`src/rtl/task3.sv`:
```
// ARC4 decryption top for DE1-SoC: decrypts the length-prefixed message in ct
// into pt once after reset, using the 24-bit key {14'b0, SW}.

module task3_ram (
  input  logic       clock,
  input  logic [7:0] address,
  input  logic [7:0] data,
  input  logic       wren,
  output logic [7:0] q
);
  logic [7:0] mem_data [0:255];

  // Read-during-write returns the old contents.
  always_ff @(posedge clock) begin
    if (wren) mem_data[address] <= data;
    q <= mem_data[address];
  end
endmodule

module task3_altsyncram (
  input  logic       clock,
  input  logic [7:0] address,
  input  logic [7:0] data,
  input  logic       wren,
  output logic [7:0] q
);
  // Mirrors the vendor IP hierarchy so contents are reachable at
  // altsyncram_component.m_default.altsyncram_inst.mem_data.
  generate
    if (1) begin : m_default
      task3_ram altsyncram_inst (
        .clock   (clock),
        .address (address),
        .data    (data),
        .wren    (wren),
        .q       (q)
      );
    end
  endgenerate
endmodule

module task3_ct_ram (
  input  logic       clock,
  input  logic [7:0] address,
  input  logic [7:0] data,
  input  logic       wren,
  output logic [7:0] q
);
  task3_altsyncram altsyncram_component (
    .clock   (clock),
    .address (address),
    .data    (data),
    .wren    (wren),
    .q       (q)
  );
endmodule

module task3 (
  input  logic       CLOCK_50,
  input  logic [3:0] KEY,
  input  logic [9:0] SW,
  output logic [6:0] HEX0,
  output logic [6:0] HEX1,
  output logic [6:0] HEX2,
  output logic [6:0] HEX3,
  output logic [6:0] HEX4,
  output logic [6:0] HEX5,
  output logic [9:0] LEDR
);
  typedef enum logic [3:0] {
    INIT, KSA_RD_I, KSA_RD_J, KSA_WR_I, KSA_WR_J,
    PRGA_LEN, PRGA_WR_LEN, PRGA_RD_I, PRGA_RD_J, PRGA_WR_I, PRGA_WR_J,
    PRGA_RD_PAD, PRGA_WR_PT, DONE
  } state_t;

  logic        rst_n;
  logic [23:0] key;
  logic [7:0]  key_byte;
  state_t      state, state_n;
  logic [7:0]  i, i_n, j, j_n, si, si_n, sj, sj_n, len, len_n;
  logic [1:0]  km, km_n;
  logic [7:0]  s_addr, s_data, s_q, ct_addr, ct_q, pt_addr, pt_data, pt_q;
  logic        s_wren, pt_wren;
  logic        unused_inputs;

  assign rst_n         = KEY[3];
  assign key           = {14'b0, SW};
  assign unused_inputs = &{1'b0, KEY[2:0], pt_q};
  // km tracks i mod 3 through KSA so no divider is needed.
  assign key_byte = (km == 2'd0) ? key[23:16] : (km == 2'd1) ? key[15:8] : key[7:0];

  task3_ram s (
    .clock (CLOCK_50), .address (s_addr), .data (s_data), .wren (s_wren), .q (s_q)
  );
  task3_ct_ram ct (
    .clock (CLOCK_50), .address (ct_addr), .data (8'h00), .wren (1'b0), .q (ct_q)
  );
  task3_ram pt (
    .clock (CLOCK_50), .address (pt_addr), .data (pt_data), .wren (pt_wren), .q (pt_q)
  );

  always_ff @(posedge CLOCK_50 or negedge rst_n) begin
    if (!rst_n) begin
      state <= INIT;
      i     <= 8'd0;
      j     <= 8'd0;
      si    <= 8'd0;
      sj    <= 8'd0;
      len   <= 8'd0;
      km    <= 2'd0;
    end else begin
      state <= state_n;
      i     <= i_n;
      j     <= j_n;
      si    <= si_n;
      sj    <= sj_n;
      len   <= len_n;
      km    <= km_n;
    end
  end

  always_comb begin
    state_n = state;
    i_n     = i;
    j_n     = j;
    si_n    = si;
    sj_n    = sj;
    len_n   = len;
    km_n    = km;
    s_addr  = i;
    s_data  = 8'h00;
    s_wren  = 1'b0;
    ct_addr = 8'h00;
    pt_addr = i;
    pt_data = 8'h00;
    pt_wren = 1'b0;
    case (state)
      INIT: begin
        s_data = i;
        s_wren = 1'b1;
        i_n    = i + 8'd1;
        if (i == 8'hFF) state_n = KSA_RD_I;
      end
      KSA_RD_I: state_n = KSA_RD_J;
      KSA_RD_J: begin
        si_n    = s_q;
        j_n     = j + s_q + key_byte;
        s_addr  = j_n;
        state_n = KSA_WR_I;
      end
      KSA_WR_I: begin
        s_data  = s_q;
        s_wren  = 1'b1;
        state_n = KSA_WR_J;
      end
      KSA_WR_J: begin
        s_addr = j;
        s_data = si;
        s_wren = 1'b1;
        i_n    = i + 8'd1;
        km_n   = (km == 2'd2) ? 2'd0 : km + 2'd1;
        if (i == 8'hFF) begin
          j_n     = 8'd0;
          state_n = PRGA_LEN;
        end else begin
          state_n = KSA_RD_I;
        end
      end
      PRGA_LEN: state_n = PRGA_WR_LEN;
      PRGA_WR_LEN: begin
        pt_addr = 8'd0;
        pt_data = ct_q;
        pt_wren = 1'b1;
        len_n   = ct_q;
        state_n = (ct_q == 8'd0) ? DONE : PRGA_RD_I;
      end
      PRGA_RD_I: begin
        i_n     = i + 8'd1;
        s_addr  = i_n;
        state_n = PRGA_RD_J;
      end
      PRGA_RD_J: begin
        ct_addr = i;
        si_n    = s_q;
        j_n     = j + s_q;
        s_addr  = j_n;
        state_n = PRGA_WR_I;
      end
      PRGA_WR_I: begin
        ct_addr = i;
        s_data  = s_q;
        s_wren  = 1'b1;
        sj_n    = s_q;
        state_n = PRGA_WR_J;
      end
      PRGA_WR_J: begin
        ct_addr = i;
        s_addr  = j;
        s_data  = si;
        s_wren  = 1'b1;
        state_n = PRGA_RD_PAD;
      end
      PRGA_RD_PAD: begin
        ct_addr = i;
        s_addr  = si + sj;
        state_n = PRGA_WR_PT;
      end
      PRGA_WR_PT: begin
        ct_addr = i;
        pt_data = s_q ^ ct_q;
        pt_wren = 1'b1;
        state_n = (i == len) ? DONE : PRGA_RD_I;
      end
      DONE: state_n = DONE;
      default: state_n = INIT;
    endcase
  end

  assign LEDR = {9'b0, state == DONE};
  assign HEX0 = 7'h7F;
  assign HEX1 = 7'h7F;
  assign HEX2 = 7'h7F;
  assign HEX3 = 7'h7F;
  assign HEX4 = 7'h7F;
  assign HEX5 = 7'h7F;
endmodule

```
`config.mk`:
```
export PLATFORM = sky130hd
export DESIGN_NAME = task3
export DESIGN_NICKNAME = d
export VERILOG_FILES = /design/src/rtl/task3.sv
export SDC_FILE = /design/constraint.sdc
export NUM_CORES = 1
export LEC_CHECK = 0
export ABC_AREA = 0
export CAP_MARGIN = 20
export CORE_ASPECT_RATIO = 2
export CORE_MARGIN = 8
export CORE_UTILIZATION = 40
export DETAILED_ROUTE_END_ITERATION = 6
export GPL_TIMING_DRIVEN = 0
export PLACE_DENSITY = 0.95
export SLEW_MARGIN = 10
export SYNTH_ARGS = -nofsm -noshare
export SYNTH_HDL_FRONTEND = slang
export SYNTH_SLANG_ARGS = --single-unit
```
`constraint.sdc`:
```
create_clock -name CLOCK_50 -period 3.13 [get_ports CLOCK_50]
set_input_delay 0.626 -clock CLOCK_50 [delete_from_list [all_inputs] [get_ports CLOCK_50]]
set_output_delay 0.626 -clock CLOCK_50 [all_outputs]
set_load 0.1 [all_outputs]
```
==> qor.csv <==
metric;value;unit
ys_ff_latch;12;
die_h;91.0;um
wl_per_cell;11.9;um
yosysUniqueCellTypes;33;
die_area;0.00486;mm^2
period_needed;2.90;ns
regToRegSetupSlack;1.57;ns
ant_nets;0;
maxSlewHeadroom;35.5;%
grt_pass1_vias;960;
hold_path.class;reg2reg;
synth-seq-area-share;26.7;%
peakVddDrop;0.000247;V
antenna_found_initial;0;
finalClockSkew;0.00255;ns
final_design_area_no_fill;0.00142;mm^2
cts_tree;built;
run_status;complete, no violations;
hp-start;i[7]$_DFFE_PN0P_;
min_path_cells;1;
first_pass_iters;4;
grt_start_max_net_pins;13;
grt_remaining_overflow;0;
dp_hpwl;2.08;mm
syn_to_final_growth;26.3;%
final-hold-violation-count;0;
die_w;53.5;um
finalSetupTns;0;ns
start_kind;flop;
r2r_end;state[1]$_DFFE_PN0P_;
cts.sinks;12;
grtUsageTotal;10.9;%
core_area;0.00270;mm^2
avgSynthCellArea;8.71;um^2
vias;923;
rows;27;
critPathRequiredTime;2.50;ns
power_density;460;mW/mm^2
layout.nets;202;
arrival;2.28;ns
fillCellCount;261;
layout-drive-gt1-share;34.2;%
synth-main-ff-cell;dfrtp_1;
clk_latency;0.25;ns
multi_input_area;572;um^2
crit_type;reg2out;
crit-reg2reg-launch;i[1]$_DFFE_PN0P_;
crit_path_end_kind;output pin;
ff2ff_path_depth;5;
synth_edf_count;0;
clkTransAtPathRegs;0.05;ns
synth_cells;129;
cts_max_level;1;
worst-path-max-fanout;10;
leakagePower;0.740;nW
cts_resized;0;
diodes;0;
timing.fmax;0.344;GHz
async_reset_ff_share;100;%
drv_slew;0;
cts_max_path_buffers;2;
port_buffers;2;
drv_cap;0;
tightestPinTransition;0.964;ns
drc;0;
syn_area;0.00112;mm^2
initial_core_util;41.6;%
setup_violations;0;
finalWirelength;2.53;mm
hold_end;i[7]$_DFFE_PN0P_;
ff_latch_area;300;um^2
cts_setup_buffers;0;
rsz0062_at_grt;no;
ys_warn_count;0;
hold_buffers;0;
min_period_over_period;92.8;%
gp_congestion;0.780;
cts-root-buf;clkbuf_8;
drt_iter0_drc;15;
power.total;0.000652;W
grt_pass1_wl;4.15;mm
via_per_inst;4.33;
ios;67;
cts_buffers;3;
placed_area;0.00136;mm^2
## critical path, cell delays in order (launching register included)
cell and delay, ns:
dfrtp_1 0.35, buf_2 0.24, nand2_1 0.14, nor2_1 0.14, clkdlybuf4s50_1 1.14
## Yosys cell counts (2+ instances only)
cell type	n	area, um^2
a211oi_1	5	37.5
a21oi_1	5	25.0
a31oi_1	2	12.5
buf_2	3	15.0
buf_4	52	390
conb_1	2	7.51
dfrtp_1	12	300
ha_1	2	25.0
inv_1	5	18.8
nand2_1	3	11.3
nand2b_1	2	12.5
nand3_1	3	15.0
nor2_1	7	26.3
o21ai_0	2	10.0
xnor2_1	2	17.5
xor2_1	5	43.8
## where the power goes
group	internal, W	leakage [nW]	switching [W]	total, W
combinational	0.0000446	0.558	0.000278	0.000323
clock	0.000112	0.0288	0.0000624	0.000174
sequential	0.000155	0.153	0	0.000155
## through the flow
stage	utilization, %	setup slack (ns)	hold WS [ns]	instances
after floorplan	-	0.560	0.330	178
after global placement	50.5	0.479	0.493	209
after detailed placement	50.5	0.470	0.510	209
after CTS	52.5	0.197	0.517	213
after global routing	52.5	0.149	0.546	213
final	52.5	0.226	0.518	213
## state kept, by name (all words and copies together), names as in the netlist
register	flops
state	4
i	8
## area by class of cell
| type | instances | area share [%] |
|---|---|---|
| plain buffers | 56 | 29.4 |
| well taps | 29 | 2.56 |
| repair buffers | 2 | 1.41 |
| flip-flops and latches | 12 | 21.2 |
| multi-input cells | 105 | 40.3 |
| clock buffers | 4 | 3.88 |
| inverters | 5 | 1.32 |
## metal layers
metal / global-route usage, % / vias up / part of all wire (%)
li1: - / 437 / -
met1: 9.94 / 408 / 31
met2: 18.3 / 71 / 50
met3: 4.08 / 7 / 15
met4: 7.63 / 0 / 3.4
met5: 0 / - / 0
## layout by cell type, fill, tap and decap left out, types with 2 or more instances in the layout
master            n
a31oi_1           2
nand2_1           3
buf_2             3
clkbuf_8          4
o21ai_0           2
nor2_1            7
inv_1             5
clkdlybuf4s50_1   2
xnor2_1           2
dfrtp_1          12
ha_1              2
nand2b_1          2
buf_4            52
a211oi_1          5
xor2_1            5
a21oi_1           5
conb_1           51
nand3_1           3
## how the worst max path moves through the flow
stage / depth (start not counted) / end / startpoint
2_1_floorplan: 3 / LEDR[0] / state[1]$_DFFE_PN0P_
3_3_place_gp: 4 / LEDR[0] / state[1]$_DFFE_PN0P_
3_5_place_dp: 4 / LEDR[0] / state[1]$_DFFE_PN0P_
4_1_cts: 4 / LEDR[0] / state[1]$_DFFE_PN0P_
5_1_grt: 4 / LEDR[0] / state[3]$_DFFE_PN0P_
6_report: 4 / LEDR[0] / state[3]$_DFFE_PN0P_
## cell families after synthesis
family	share of synthesized area, %
adders and majority gates	2.23
xor gates and xnor gates	5.46
other	0.668
DFF	26.7
buffers and inverters	38.8
and+or+nand+nor	11.7
AOI/OAI and AO/OA	14.5
No activity file was read; power rests on OpenSTA's default activity.
